### src/rtl/count_sched.sv
// Shares the BlackJack counting resource between the card draw (free-running
// 1..CARD_MAX sampler) and the FSM's prescaled two-second delay.
module count_sched #(
    parameter int WIDTH       = 12,
    parameter int CLK_DIV     = 25000,
    parameter int DELAY_TICKS = 4000,
    parameter int CARD_MAX    = 13
) (
    input  logic             clk_50M,
    input  logic             i_Reset_n,
    input  logic             i_DrawReq,
    input  logic             i_DelayReq,
    input  logic             i_Abort,
    output logic             o_DrawAck,
    output logic [3:0]       o_Card,
    output logic             o_TwoSec,
    output logic             o_Busy,
    output logic [WIDTH-1:0] o_Count
);

    localparam int PW = (CLK_DIV > 1) ? $clog2(CLK_DIV) : 1;
    localparam logic [PW-1:0]    PRE_LAST = PW'(CLK_DIV - 1);
    localparam logic [WIDTH-1:0] CNT_LAST = WIDTH'(DELAY_TICKS - 1);
    localparam logic [WIDTH-1:0] CNT_DONE = WIDTH'(DELAY_TICKS);
    localparam logic [3:0]       CARD_TOP = 4'(CARD_MAX);

    typedef enum logic [1:0] {
        IDLE  = 2'd0,
        DELAY = 2'd1,
        DONE  = 2'd2
    } state_t;

    state_t        state;
    logic [3:0]    r_Card;
    logic [PW-1:0] prescaler;
    logic          draw_armed;

    // Draw handshake: i_DrawReq is a level held by the requester until the
    // one-cycle o_DrawAck; a fresh request needs one low cycle to re-arm.
    always_ff @(posedge clk_50M or negedge i_Reset_n) begin
        if (!i_Reset_n) begin
            state      <= IDLE;
            r_Card     <= 4'd1;
            o_Card     <= 4'd0;
            o_DrawAck  <= 1'b0;
            o_TwoSec   <= 1'b0;
            o_Busy     <= 1'b0;
            o_Count    <= '0;
            prescaler  <= '0;
            draw_armed <= 1'b1;
        end else begin
            r_Card    <= (r_Card == CARD_TOP) ? 4'd1 : r_Card + 4'd1;
            o_DrawAck <= 1'b0;
            o_TwoSec  <= 1'b0;
            if (!i_DrawReq) begin
                draw_armed <= 1'b1;
            end

            case (state)
                IDLE: begin
                    if (i_DrawReq && draw_armed) begin
                        o_Card     <= r_Card;
                        o_DrawAck  <= 1'b1;
                        draw_armed <= 1'b0;
                    end else if (i_DelayReq) begin
                        state     <= DELAY;
                        prescaler <= '0;
                        o_Count   <= '0;
                        o_Busy    <= 1'b1;
                    end
                end

                DELAY: begin
                    // Abort beats a completion landing on the same edge.
                    if (i_Abort) begin
                        state  <= IDLE;
                        o_Busy <= 1'b0;
                    end else if (prescaler == PRE_LAST) begin
                        prescaler <= '0;
                        if (o_Count == CNT_LAST) begin
                            o_Count  <= CNT_DONE;
                            state    <= DONE;
                            o_TwoSec <= 1'b1;
                        end else begin
                            o_Count <= o_Count + 1'b1;
                        end
                    end else begin
                        prescaler <= prescaler + 1'b1;
                    end
                end

                DONE: begin
                    state  <= IDLE;
                    o_Busy <= 1'b0;
                end

                default: begin
                    state  <= IDLE;
                    o_Busy <= 1'b0;
                end
            endcase
        end
    end

endmodule

### config.mk
export PLATFORM = sky130hd
export DESIGN_NAME = count_sched
export DESIGN_NICKNAME = d
export VERILOG_FILES = /design/src/rtl/count_sched.sv
export SDC_FILE = /design/constraint.sdc
export NUM_CORES = 1
export LEC_CHECK = 0
export ABC_CLOCK_PERIOD_IN_PS = 2980
export BUFFER_PORTS_ARGS = -buffer_cell sky130_fd_sc_hd__buf_2
export CAP_MARGIN = 10
export CORE_UTILIZATION = 55
export CTS_CLUSTER_DIAMETER = 40
export DETAILED_ROUTE_END_ITERATION = 10
export PLACE_DENSITY_LB_ADDON = 0.2
export SYNTH_ARGS = -nofsm -noshare
export SYNTH_HDL_FRONTEND = slang
export SYNTH_SLANG_ARGS = --single-unit
### constraint.sdc
create_clock -name clk_50M -period 2.98 [get_ports clk_50M]
set_clock_uncertainty 0.15 [all_clocks]
set_input_delay 0.447 -clock clk_50M [delete_from_list [all_inputs] [get_ports clk_50M]]
set_output_delay 0.447 -clock clk_50M [all_outputs]
set_load 0.005 [all_outputs]
==> out/qor.yml <==
floorplanning:
  ioPinCount: 24
  dieArea_sq_um: 4020
  initial_core_util_pct: 59.8
  dieHeight_microns: 63.4
  rows: 21
  core_sq_um: 3470
  die_w_microns: 63.4
cts:
  holdBufCountCts: 0
  cts_setup_buffers: 0
  root_buffer: "clkbuf_8"
  clock_path_buffers: 2
  cts.clk_slew.worst_paths_ns: 0.08
  cts_tree: "built"
  cts_num_sinks: 41
  cts_resized: 0
  htreeDepth: 2
  cts_inserted_buffers: 5
  insertion_delay_ns: 0.30
logic_synthesis:
  synth-simple-area-share_pct: 26.4
  synth_edf_count: 0
  postSynthCellCount: 216
  ys_seq_area_share_pct: 49.6
  synth_seq_cells: 41
  yosysWarningCount: 0
  avgSynthCellArea_sq_um: 9.60
  synthesis.area_sq_um: 2070
  synthXorXnorAreaFrac_pct: 2.11
  synthMuxAreaShare_pct: 3.20
  synth_fa_ha_area_share_pct: 1.21
  synth_top_family_by_area: "simple AND/OR/NAND/NOR gates"
  async_flop_share_pct: 100
  synthFlopType: "dfrtp_1"
  synth_compound_area_share_pct: 15.7
  syn_nets: 223
  synth.distinct_cells: 43
timing:
  setup_viol: 0
  hold_viol: 0
  slew_viol_final: 0
  final.period_utilization_pct: 72.0
  maxSlewHeadroom_pct: 43.5
  fin_setup_tns_ns: 0
  fmax_mhz: 466
  tightest_slew_ns: 0.847
  rsz0062_at_grt: "false"
  period_needed_ns: 2.15
worst_setup_path:
  worstPathCellList: "ha_1 -> and2_1 -> and4_1 -> and4_1 -> o21ai_1 -> a22o_1"
  crit_path_top_delay_cell: "and4_1"
  crit_fanout: 11
  required_ns: 3.03
  r2r_setup_slack_ns: 0.83
  crit_type: "reg2reg"
  crit_family: "simple AND/OR/NAND/NOR gates"
  r2r_end: "o_Count[10]$_DFFE_PN0P_"
  crit_path_end_kind: "register"
  cpMostUsedCell: "and4_1"
  r2r-start: "prescaler[0]$_DFFE_PN0P_"
  crit_buf_inv: 0
  cp_data_arrival_time_ns: 2.20
  cpPeakStageDelay_ns: 0.49
  reg2reg_depth: 6
  cp-start-kind: "register"
route:
  ant_nets: 0
  post_drt_wl_per_cell_microns: 14.3
  dr.first_iter.drc_count: 180
  drc_errors: 0
  vias: 1711
  wl_mm: 4.11
  drt-pass1-iter-count: 4
  viasPerCell: 5.96
layout:
  synthToLayoutAreaGrowth_pct: 12.4
  nets: 247
  fin_cells: 287
  layout_common_cells: "dfrtp_1 (39), nand2_1 (25), buf_2 (23)"
  layout-drive-gt1-share_pct: 18.3
  final_common_cell: "dfrtp_1"
  antennaDiodeCount: 0
placement:
  gp_congestion: 0.874
  dp_cells: 279
  dp_hpwl_mm: 2.90
  io_buffers: 23
pwr:
  vdd_drop_max_v: 0.000254
  power.leakage_uw: 0.00106
  p_per_area_nw_per_um2: 535
grt:
  grt_pass1_wl_mm: 7.11
  grt_usage_pct: 23.0
  grt_max_degree: 42
  grt_pass1_vias: 1571
  globalRouteOverflowTotal: 0
  antenna_found_initial: 0
flow_run:
  maxCapViolCount: 0
worst_hold_path:
  worstHoldPathType: "in2async"
outcome:
  status: "completed"
[worst max path at each step]
stage	from	end	slack, ns	depth (start not counted)
2_1_floorplan	prescaler[0]$_DFFE_PN0P_	prescaler[3]$_DFFE_PN0P_	1.11	6
3_3_place_gp	i_DrawReq	o_Count[10]$_DFFE_PN0P_	0.83	6
3_5_place_dp	i_DrawReq	o_Count[10]$_DFFE_PN0P_	0.80	6
4_1_cts	prescaler[0]$_DFFE_PN0P_	o_Count[10]$_DFFE_PN0P_	0.84	6
5_1_grt	prescaler[0]$_DFFE_PN0P_	o_Count[10]$_DFFE_PN0P_	0.68	6
6_report	prescaler[0]$_DFFE_PN0P_	o_Count[10]$_DFFE_PN0P_	0.83	6
[worst reg2reg max path: stages, from the launching register on]
cell     delay (ns)
dfrtp_1        0.38
ha_1           0.21
and2_1         0.22
and4_1         0.49
and4_1         0.29
o21ai_1        0.06
a22o_1         0.25
[cells in the mapped netlist, types with 6 or more instances]
cell | n | area share (%)
nand2_1 | 25 | 4.5
a31oi_1 | 14 | 4.2
dfrtp_1 | 39 | 47
a21oi_1 | 7 | 1.7
and3_1 | 9 | 2.7
nor2_1 | 18 | 3.3
o21ai_0 | 12 | 2.9
o21ai_1 | 11 | 2.7
nor3_1 | 6 | 1.4
nand3_1 | 13 | 3.1
[sequential cells by signal, indices dropped and copies added (netlist names)]
name / flops
prescaler: 15
draw_armed: 1
o_Busy: 1
state: 2
r_Card: 4
o_TwoSec: 1
o_Card: 4
o_Count: 12
o_DrawAck: 1
[area by class of cell]
type                            instances  area, sq um
Clock inverter                          1         30.0
Multi-Input combinational cell        168         1010
Inverter                                1         3.75
Timing Repair Buffer                   23          115
Fill cell                             297         1140
Clock buffer                            7         86.3
Sequential cell                        41         1030
Tap cell                               46         57.6
[cell families after synthesis]
group	after synthesis
flip-flops	41
buffers and inverters	7
AND/OR/NAND/NOR	101
adder cells (fa/ha/maj)	2
XOR/XNOR	5
multiplexers	6
AO/OA/AOI/OAI	54
[through the flow]
stage | cell area, sq um | total power, uW | worst slack, ns | hold WS (ns) | util, %
after floorplan | 2070 | 741 | 1.11 | 0.00141 | -
after global placement | 2210 | 794 | 0.829 | 0.323 | 63.8
after detailed placement | 2210 | 798 | 0.801 | 0.335 | 63.8
after CTS | 2330 | 1260 | 0.836 | 0.133 | 67.2
after global routing | 2330 | 1300 | 0.680 | 0.142 | 67.2
final | 2330 | 1250 | 0.833 | 0.0994 | 67.2
[where the power goes]
part	internal [uW]	switching (uW)	total, uW
logic	65.6	104	170
registers	592	24.0	616
clock network	273	187	460
[layer usage]
metal	routed length (microns)	part of all wire, %	vias to the layer above	global-route usage [%]
met5	0	0	-	0
met2	1860	45	44	34.4
li1	-	-	845	-
met4	120	2.9	0	13.4
met3	163	4.0	12	4.35
met1	1970	48	810	31.0
Note: power is estimated with default switching activity, not from simulation.
